## src/rtl/tdm_pkg.sv

```systemverilog
// Shared types and constants for the 32-channel TDM transmit path.
package tdm_pkg;

    localparam int NCH  = 32;
    localparam int SELW = 5;

    typedef logic [SELW-1:0] chan_sel_t;

    typedef enum logic {
        IDLE = 1'b0,
        SEND = 1'b1
    } tdm_state_t;

endpackage

```

## src/rtl/tdm_mux_32x1_if.sv

```systemverilog
// Parallel-in / serial-out bus of the TDM multiplexer.
// slave is the multiplexer side, master is the upstream source plus downstream sink.
interface tdm_mux_32x1_if #(
    parameter int FCW = 16
);
    import tdm_pkg::*;

    logic [NCH-1:0] in_data;
    logic           in_valid;
    logic           in_ready;
    logic           o;
    chan_sel_t      sel;
    logic           o_valid;
    logic           o_ready;
    logic           frame_start;
    logic           frame_end;
    logic [FCW-1:0] frame_cnt;

    modport slave (
        input  in_data, in_valid, o_ready,
        output in_ready, o, sel, o_valid, frame_start, frame_end, frame_cnt
    );

    modport master (
        output in_data, in_valid, o_ready,
        input  in_ready, o, sel, o_valid, frame_start, frame_end, frame_cnt
    );

endinterface

```

## src/rtl/tdm_frame_counter.sv

```systemverilog
// Wrapping count of completed frames, used for link bring-up and debug.
module tdm_frame_counter #(
    parameter int FCW = 16
) (
    input  logic           clk,
    input  logic           rst,
    input  logic           inc,
    output logic [FCW-1:0] cnt
);

    // Count one per completed frame; wraps naturally at 2**FCW.
    always_ff @(posedge clk or posedge rst) begin
        if (rst) begin
            cnt <= '0;
        end else if (inc) begin
            cnt <= cnt + 1'b1;
        end
    end

endmodule

```

## src/rtl/tdm_mux_32x1.sv

```systemverilog
// 32-to-1 time-division multiplexer: accepts a parallel word and presents
// it one channel per output beat as (o, sel), bit 0 first. A new word can be
// loaded on the last beat of a frame, so full-rate traffic has no bubbles.
module tdm_mux_32x1
    import tdm_pkg::*;
#(
    parameter int FCW = 16
) (
    input  logic          clk,
    input  logic          rst,
    tdm_mux_32x1_if.slave bus
);

    localparam chan_sel_t LAST_SEL = chan_sel_t'(NCH - 1);

    tdm_state_t     state;
    logic [NCH-1:0] shreg;
    logic           o_bit;
    chan_sel_t      sel_q;
    logic           o_valid_q;
    logic           frame_start_q;
    logic           frame_end_q;
    logic [FCW-1:0] frame_cnt;

    logic           in_ready;
    logic           accept;
    logic           beat;
    logic           frame_done;
    chan_sel_t      sel_inc;

    // Ready while idle, or on the final beat of a frame that is being consumed,
    // which lets the next word follow without a gap.
    assign in_ready   = (state == IDLE) || (bus.o_ready && (sel_q == LAST_SEL));
    assign accept     = bus.in_valid && in_ready;
    assign beat       = o_valid_q && bus.o_ready;
    assign frame_done = beat && (sel_q == LAST_SEL);
    assign sel_inc    = sel_q + 1'b1;

    // Frame sequencer: load, shift one channel per beat, hold on stall.
    // shreg always holds the channels not yet presented, next one in bit 0.
    always_ff @(posedge clk or posedge rst) begin
        if (rst) begin
            state         <= IDLE;
            shreg         <= '0;
            o_bit         <= 1'b0;
            sel_q         <= '0;
            o_valid_q     <= 1'b0;
            frame_start_q <= 1'b0;
            frame_end_q   <= 1'b0;
        end else begin
            case (state)
                IDLE: begin
                    if (accept) begin
                        state         <= SEND;
                        shreg         <= {1'b0, bus.in_data[NCH-1:1]};
                        o_bit         <= bus.in_data[0];
                        sel_q         <= '0;
                        o_valid_q     <= 1'b1;
                        frame_start_q <= 1'b1;
                        frame_end_q   <= 1'b0;
                    end
                end
                SEND: begin
                    if (beat) begin
                        if (sel_q != LAST_SEL) begin
                            shreg         <= {1'b0, shreg[NCH-1:1]};
                            o_bit         <= shreg[0];
                            sel_q         <= sel_inc;
                            frame_start_q <= 1'b0;
                            frame_end_q   <= (sel_inc == LAST_SEL);
                        end else if (accept) begin
                            shreg         <= {1'b0, bus.in_data[NCH-1:1]};
                            o_bit         <= bus.in_data[0];
                            sel_q         <= '0;
                            frame_start_q <= 1'b1;
                            frame_end_q   <= 1'b0;
                        end else begin
                            state         <= IDLE;
                            shreg         <= '0;
                            o_bit         <= 1'b0;
                            sel_q         <= '0;
                            o_valid_q     <= 1'b0;
                            frame_start_q <= 1'b0;
                            frame_end_q   <= 1'b0;
                        end
                    end
                end
                default: begin
                    state <= IDLE;
                end
            endcase
        end
    end

    tdm_frame_counter #(
        .FCW (FCW)
    ) u_frame_counter (
        .clk (clk),
        .rst (rst),
        .inc (frame_done),
        .cnt (frame_cnt)
    );

    assign bus.in_ready    = in_ready;
    assign bus.o           = o_bit;
    assign bus.sel         = sel_q;
    assign bus.o_valid     = o_valid_q;
    assign bus.frame_start = frame_start_q;
    assign bus.frame_end   = frame_end_q;
    assign bus.frame_cnt   = frame_cnt;

endmodule

```

## src/flat_wrapper.sv

```systemverilog
// flat-port wrapper written by rule: the top's interface ports become plain ports
module tdm_mux_32x1_flat import tdm_pkg::*;
#(
    parameter int FCW = 16
)
  (clk, rst, bus_in_data, bus_in_valid, bus_o_ready, bus_in_ready, bus_o, bus_sel, bus_o_valid, bus_frame_start, bus_frame_end, bus_frame_cnt);
  tdm_mux_32x1_if #(.FCW(FCW)) bus_i ();
  input  logic clk;
  input  logic rst;
  input wire logic [$bits(bus_i.in_data)-1:0] bus_in_data;
  input wire logic [$bits(bus_i.in_valid)-1:0] bus_in_valid;
  input wire logic [$bits(bus_i.o_ready)-1:0] bus_o_ready;
  output wire logic [$bits(bus_i.in_ready)-1:0] bus_in_ready;
  output wire logic [$bits(bus_i.o)-1:0] bus_o;
  output wire logic [$bits(bus_i.sel)-1:0] bus_sel;
  output wire logic [$bits(bus_i.o_valid)-1:0] bus_o_valid;
  output wire logic [$bits(bus_i.frame_start)-1:0] bus_frame_start;
  output wire logic [$bits(bus_i.frame_end)-1:0] bus_frame_end;
  output wire logic [$bits(bus_i.frame_cnt)-1:0] bus_frame_cnt;
  assign bus_i.in_data = bus_in_data;
  assign bus_i.in_valid = bus_in_valid;
  assign bus_i.o_ready = bus_o_ready;
  assign bus_in_ready = bus_i.in_ready;
  assign bus_o = bus_i.o;
  assign bus_sel = bus_i.sel;
  assign bus_o_valid = bus_i.o_valid;
  assign bus_frame_start = bus_i.frame_start;
  assign bus_frame_end = bus_i.frame_end;
  assign bus_frame_cnt = bus_i.frame_cnt;
  tdm_mux_32x1 #(.FCW(FCW)) u_core (.clk(clk), .rst(rst), .bus(bus_i));
endmodule
```

## config.mk

```make
export PLATFORM = sky130hd
export DESIGN_NAME = tdm_mux_32x1_flat
export DESIGN_NICKNAME = d
export VERILOG_FILES = /design/src/rtl/tdm_pkg.sv /design/src/rtl/tdm_mux_32x1_if.sv /design/src/rtl/tdm_frame_counter.sv /design/src/rtl/tdm_mux_32x1.sv /design/src/flat_wrapper.sv
export SDC_FILE = /design/constraint.sdc
export NUM_CORES = 1
export LEC_CHECK = 0
export CAP_MARGIN = 20
export CORE_MARGIN = 3
export CORE_UTILIZATION = 40
export CTS_BUF_LIST = sky130_fd_sc_hd__clkbuf_8
export DETAILED_ROUTE_END_ITERATION = 16
export PLACE_DENSITY = 0.66
export RECOVER_POWER = 100
export SETUP_SLACK_MARGIN = 0.15
export SYNTH_ARGS = -nofsm -noshare
export SYNTH_HDL_FRONTEND = slang
export SYNTH_SLANG_ARGS = --single-unit
```

## constraint.sdc

```tcl
create_clock -name clk -period 4.3 [get_ports clk]
set_input_delay 1.29 -clock clk [delete_from_list [all_inputs] [get_ports clk]]
set_output_delay 1.29 -clock clk [all_outputs]
set_load 0.005 [all_outputs]
```

==> summary.md, run 1 <==
| Metric | Value |
|---|---|
| DP HPWL | about 3.7 mm |
| Fillers | approximately 620 |
| Worst Hold Endpoint | u_core.u_frame_counter.cnt[15] |
| Final net count | ~350 |
| DP Area | between 3000 and 4000 um^2 |
| Cell Rows | 29 |
| Remaining DRCs | 0 |
| Post-Synthesis Cells | about 250 |
| Clk_skew | 0.0103 ns |
| Critical Path RT | ~3 ns |
| First-pass GRT wire length | just under 10 mm |
| Crit Path Class | input pin to primary output |
| CP arrival | between 2 and 3 ns |
| Final Slew Violations | 0 |
| CTS buffer count | 9 |
| Yosys reg bits | between 50 and 60 |
| Vias in the first global route | approximately 2.0k |
| Net Count, Synth | about 290 |
| Rel. slew slack | 0.157 |
| DR WL/cell | 14.9 um |
| Synth Area per Inst | about 11 um^2 |
| Number of routed nets with antenna violations | 0 |
| CTS Buffer Depth | 2 |
| Vias per cell | between 5 and 6 |
| Power density over the cells | 377 nW/um^2 |
| Syn. warnings | 0 |
| Final Cell Area | 3430 um^2 |
| Register area share after synthesis | 0.535 |
| Max Fclk | roughly 260 MHz |
| GRT Overall Usage | 0.161 |
| H-tree Lvls | 3 |
| Hold Path Class | flip-flop to flip-flop |
| Final Hold Slack | approximately 0.47 ns |
| Gp weighted congestion | about 0.75 |
| Worst r2r path cells | 6 |
| Die area | roughly 7700 um^2 |
| CTS tree | yes |
| Final wirelength | about 5.8 mm |
| RSZ-0062 raised after global routing | no |
| Initial core utilization | 0.417 |
| Die extent in x | between 80 and 90 um |
| ANT cells | 0 |
| Maximum number of pins on one net before global-route repair | 70 |
| Die Ht | just under 90 um |
| Top post-synthesis cells by count | dfrtp_1 (57), nand2_1 (45), nor2_1 (36), a221o_1 (27), xnor2_1 (13) |
| Area growth, synth to finish | 28.8% |
| CTS-repair resized insts | 0 |
| Synthesized area | ~2700 um^2 |
| FF-to-FF setup slack | between 1.5 and 2 ns |
| I/O Pins | 62 |
| Post-synth top area share | 0.535 |
| Leak Pwr | approximately 1.6 nW |
| Final Setup Violations | 0 |
| Fin util | 0.537 |
| Max IR drop VDD | 0.224 mV |
| Clock-pin slew on the worst setup and hold paths | around 0.07 ns |
| Hold Path Origin | u_core.u_frame_counter.cnt[15] |
| Hold depth | 1 |
| Slew @ Worst Pin | 1.26 ns |
| Worst r2r src | u_core.bus.sel[0] |
| Routed via count | 2,089 |
| Leading area contributor after synthesis | dfrtp_1 |
| Worst-path maximum fanout | 2 |
| Postcts setup bufs | 0 |
| Final Critical Period | a little under 4 ns |
| Asr flop ratio synth | 1.00 |
| Max cap viols | 0 |
| Worst Setup End Kind | primary output |
| Antenna violations before repair | 0 |
| Sink Count | 57 |
| Final worst-path cycle share | 0.895 |
| Clock insertion delay at the later pin of the skew report | 0.33 ns |
| Root buffer cell | clkbuf_8 |
| Share of cells above drive strength 1 | 0.0774 |
| IO Port Bufs | 61 |
| Ranking of synthesized cells by area | dfrtp_1 (54%), a221o_1 (10%), nand2_1 (6.3%), nor2_1 (5.1%), xnor2_1 (4.3%) |
| Most numerous cell in the Yosys netlist | dfrtp_1 |
| Post-synth top flop | dfrtp_1 |
| Initial DRC count | 116 |
| Status | completed |
| GRT Residual Overflow | 0 |
| TNS Setup | 0 ns |
| Synth cell types | 31 |
| Hold-fix buffers, CTS | 0 |
| Hold Vio Cnt, Final | 0 |
| Post-synth EDFFs | 0 |
| CP startpoint kind | input pin |
| Core ar. | between 6000 and 7000 um^2 |
| TritonRoute pass-1 iters | 4 |
| R2r endpoint | u_core.shreg[3] |
[cells in the final DEF (no fill, tap or decap), types with 3 or more instances in the layout]
cell type        Yosys  layout
nand4_1              5       5
o21ai_0              4       4
nor2_1              36      37
inv_1                3       3
nand3_1              6       6
and2_1               3       3
a221o_1             27      27
a22o_1               3       3
xor2_1               3       3
and3_1               3       3
a221o_2              4       4
nand2_1             45      45
dfrtp_1             57      57
clkbuf_8             0      11
and4_1               3       3
xnor2_1             13      13
dlygate4sd3_1        0      28
ha_1                 4       4
clkdlybuf4s50_1      0      33
[power breakdown]
part	leakage [nW]	internal [mW]	switching, mW
logic	0.756	0.130	0.0894
clock network	0.0830	0.226	0.193
registers	0.773	0.606	0.0512
total	1.61	0.962	0.333
[layer usage]
layer,part of all wire,GRT usage,vias up
li1,-,-,995
met1,0.47,0.224,1035
met2,0.47,0.242,50
met3,0.041,0.0348,9
met4,0.017,0.0711,0
met5,0,0,-
[through the flow]
step | setup WS [ns] | power (mW) | std cells
floorplan | 1.43 | 0.793 | 248
global placement | 0.586 | 0.890 | 375
detailed placement | 0.592 | 0.895 | 375
CTS | 0.592 | 1.32 | 387
global route | 0.413 | 1.37 | 387
finish | 0.453 | 1.30 | 387
[sequential cells by signal (all words and copies together) (netlist names)]
signal / count
u_core.bus.frame_end: 1
u_core.bus.frame_start: 1
u_core.bus.o: 1
u_core.bus.o_valid: 1
u_core.bus.sel: 5
u_core.shreg: 31
u_core.state: 1
u_core.u_frame_counter.cnt: 16
[worst max-delay path: stages]
cell and delay [ns]:
dlygate4sd3_1 0.56, nand2_1 0.06, nand2_1 0.05, dlygate4sd3_1 0.60
[how the worst max path moves through the flow]
stage,endpoint,from,slack (ns),depth (start not counted)
6_report,bus_in_ready,bus_o_ready,0.45,4
5_1_grt,bus_in_ready,bus_o_ready,0.41,4
4_1_cts,bus_in_ready,bus_o_ready,0.59,4
3_5_place_dp,bus_in_ready,bus_o_ready,0.59,4
3_3_place_gp,bus_in_ready,bus_o_ready,0.59,4
2_1_floorplan,bus_in_ready,bus_o_ready,1.43,3
[cell families (layout without fill, tap and decap cells)]
family          Yosys count  count (layout)  synth area share
flops                    57              57             0.535
mux                       2               2           0.00845
fa+ha+maj                 4               4            0.0188
simple gates            107             107             0.179
buf+inv                  18              80            0.0451
compound gates           44              44             0.161
xor+xnor                 16              16            0.0526
[final cells by class]
type | count | area, um^2 | share of cell area
inverter | 3 | 11.3 | 0.00328
multi-input combinational | 173 | 1110 | 0.323
clock buffer | 11 | 151 | 0.0441
timing repair buffer | 65 | 632 | 0.184
tap | 77 | 96.3 | 0.0281
sequential | 57 | 1430 | 0.416
clock inverter | 1 | 5.00 | 0.00146
No activity file was read; power rests on OpenSTA's default activity.
==> inputs of run 2 (changes only) <==
--- a/config.mk
+++ b/config.mk
@@ -6,11 +6,14 @@
 export NUM_CORES = 1
 export LEC_CHECK = 0
 export CAP_MARGIN = 20
+export CELL_PAD_IN_SITES_DETAIL_PLACEMENT = 1
+export CELL_PAD_IN_SITES_GLOBAL_PLACEMENT = 2
 export CORE_MARGIN = 3
-export CORE_UTILIZATION = 40
+export CORE_UTILIZATION = 35
 export CTS_BUF_LIST = sky130_fd_sc_hd__clkbuf_8
 export DETAILED_ROUTE_END_ITERATION = 16
-export PLACE_DENSITY = 0.66
+export GPL_TIMING_DRIVEN = 0
+export PLACE_DENSITY_LB_ADDON = 0.1
 export RECOVER_POWER = 100
 export SETUP_SLACK_MARGIN = 0.15
 export SYNTH_ARGS = -nofsm -noshare
==> summary.md, run 2 (synthesized netlist as in run 1, its figures left out) <==
| Metric | Value |
|---|---|
| Worst-path maximum fanout | 8 (+6) |
| Slew @ Worst Pin | 1.46 ns (+0.200 ns) |
| Final wirelength | 6.59 mm (+14%) |
| CP startpoint kind | input pin |
| Die area | 8690 um^2 (+13%) |
| TritonRoute pass-1 iters | 4 (unchanged) |
| First-pass GRT wire length | 11.5 mm (+19%) |
| Final worst-path cycle share | 0.829 (-0.0657) |
| RSZ-0062 raised after global routing | no |
| DR WL/cell | 15.6 um (+4.7%) |
| Initial DRC count | 55 (-53%) |
| Remaining DRCs | 0 (unchanged) |
| Crit Path Class | input pin to primary output |
| Final Setup Violations | 0 (unchanged) |
| CTS tree | yes |
| Hold Vio Cnt, Final | 0 (unchanged) |
| Hold Path Class | flip-flop to flip-flop |
| Postcts setup bufs | 0 (unchanged) |
| Share of cells above drive strength 1 | 0.0926 (+0.0152) |
| Most flops, register | u_core.shreg |
| Area growth, synth to finish | 33.3% |
| CP max stage delay | 0.56 ns (-0.04 ns) |
| Gp weighted congestion | 0.707 (-5.2%) |
| Number of flip-flops in the largest register | 31 (unchanged) |
| Maximum number of pins on one net before global-route repair | 37 (-47%) |
| IO Port Bufs | 60 (-1.6%) |
| Initial core utilization | 0.363 (-0.0538) |
| Clock insertion delay at the later pin of the skew report | 0.33 ns (about the same) |
| Critical path's slowest cell | dlygate4sd3_1 |
| TNS Setup | 0 ns (unchanged) |
| Final Critical Period | 3.56 ns (-0.283 ns) |
| Hold-fix buffers, CTS | 0 (unchanged) |
| Sink Count | 57 (unchanged) |
| Crit-path most repeated cell | nand2_1 |
| ANT cells | 0 (unchanged) |
| Max IR drop VDD | 0.183 mV (-18%) |
| FF-to-FF setup slack | 2.12 ns (+0.32 ns) |
| Critical Path RT | 3.01 ns (about the same) |
| Clock-pin slew on the worst setup and hold paths | 0.07 ns (about the same) |
| Die Ht | 93.2 um (+6.4%) |
| Number of routed nets with antenna violations | 0 (unchanged) |
| Core ar. | 7330 um^2 (+15%) |
| Status | completed |
| DP HPWL | 4.74 mm (+29%) |
| Placed Cells | 408 (+8.8%) |
| Final WS setup | 0.736 ns (+0.283 ns) |
| CTS-repair resized insts | 0 (unchanged) |
| Non-Filler Instances | 423 (+9.3%) |
| Die extent in x | 93.2 um (+6.4%) |
| Antenna violations before repair | 0 (unchanged) |
| Leak Pwr | 1.66 nW (+2.8%) |
| Cell Chain, Critical Path | clkbuf_1 -> nand2_1 -> nand2_1 -> dlygate4sd3_1 |
| Root buffer cell | clkbuf_8 |
| Max Fclk | 281 MHz (+7.9%) |
| Final net count | 360 (+3.2%) |
| Routed via count | 2,153 (+3.1%) |
| H-tree Lvls | 3 (unchanged) |
| I/O Pins | 62 (unchanged) |
| Rel. slew slack | 0.0228 (-0.135) |
| Fillers | 798 (+30%) |
| Max cap viols | 0 (unchanged) |
| Most frequent cells in the layout | dfrtp_1 (57), nand2_1 (45), nor2_1 (37), clkdlybuf4s50_1 (32), dlygate4sd3_1 (28) |
| Most common cell after layout, fill and taps aside | dfrtp_1 |
| Power density over the cells | 377 nW/um^2 (about the same) |
| Worst Setup End Kind | primary output |
| GRT Overall Usage | 0.166 (+0.00503) |
| Place WS | 0.888 ns (+0.296 ns) |
| CTS buffer count | 9 (unchanged) |
| GRT Residual Overflow | 0 (unchanged) |
| Vias in the first global route | 2,324 (+16%) |
| CP arrival | 2.27 ns (-0.29 ns) |
| Clk_skew | 0.0124 ns (+0.00207 ns) |
| CTS Buffer Depth | 2 (unchanged) |
| Final Slew Violations | 0 (unchanged) |
| Cell Rows | 31 (+6.9%) |
| Vias per cell | 5.09 (-5.7%) |
[run 2: cell types whose count changed in the layout (fill, tap and decap cells not counted), sizes merged]
| cell | change |
|---|---|
| buf | +8 |
| clkbuf | +5 |
| clkdlybuf4s50 | -1 |
| clkinvlp | +1 |
| inv | +1 |
[run 2: worst paths after layout]
check	endpoint	startpoint	cells past startpoint
hold / removal	u_core.u_frame_counter.cnt[15]	u_core.u_frame_counter.cnt[15]	1
min in group asynchronous	u_core.u_frame_counter.cnt[9]	rst	2
setup reg to reg	u_core.u_frame_counter.cnt[7]	u_core.bus.sel[0]	7
max in group asynchronous	u_core.shreg[22]	rst	2
setup / recovery	bus_in_ready	bus_o_ready	4
hold reg to reg	u_core.u_frame_counter.cnt[15]	u_core.u_frame_counter.cnt[15]	1
[run 2: cell type report]
cell class / count / area [um^2] / area share
buffer: 15 / 87.6 / 0.0247
clock buffer: 12 / 165 / 0.0465
clock inverter: 3 / 16.3 / 0.00458
inverter: 3 / 11.3 / 0.00317
multi-input combinational: 173 / 1090 / 0.308
sequential: 57 / 1430 / 0.402
tap: 99 / 124 / 0.0349
timing repair buffer: 61 / 628 / 0.177
[run 2: worst max-delay path, delay by kind of cell]
family | cells | cell delay [ns]
buffers and inverters | 2 | 0.81
AND/OR/NAND/NOR | 2 | 0.17
[run 2: stage by stage]
stage                     utilization  instance area (um^2)  hold WS [ns]  power [mW]
after floorplan                     -                  2660         0.468       0.793
after global placement          0.462                  3390         0.461       0.903
after detailed placement        0.466                  3420         0.463       0.913
after CTS                       0.491                  3600         0.476        1.38
after global routing            0.484                  3550         0.515        1.43
final                           0.484                  3550         0.464        1.34
[run 2: layer usage]
layer  routed length (um)  share of wire  global-route usage
met5                    0              0                   0
met4                  114          0.017              0.0720
met2                 3160           0.48               0.257
met3                  243          0.037              0.0426
met1                 3080           0.47               0.219
[run 2: power breakdown]
group / internal, mW / switching, mW / leakage [nW]
Combinational: 0.132 / 0.0939 / 0.789
Sequential: 0.606 / 0.0534 / 0.773
Clock: 0.250 / 0.203 / 0.0957
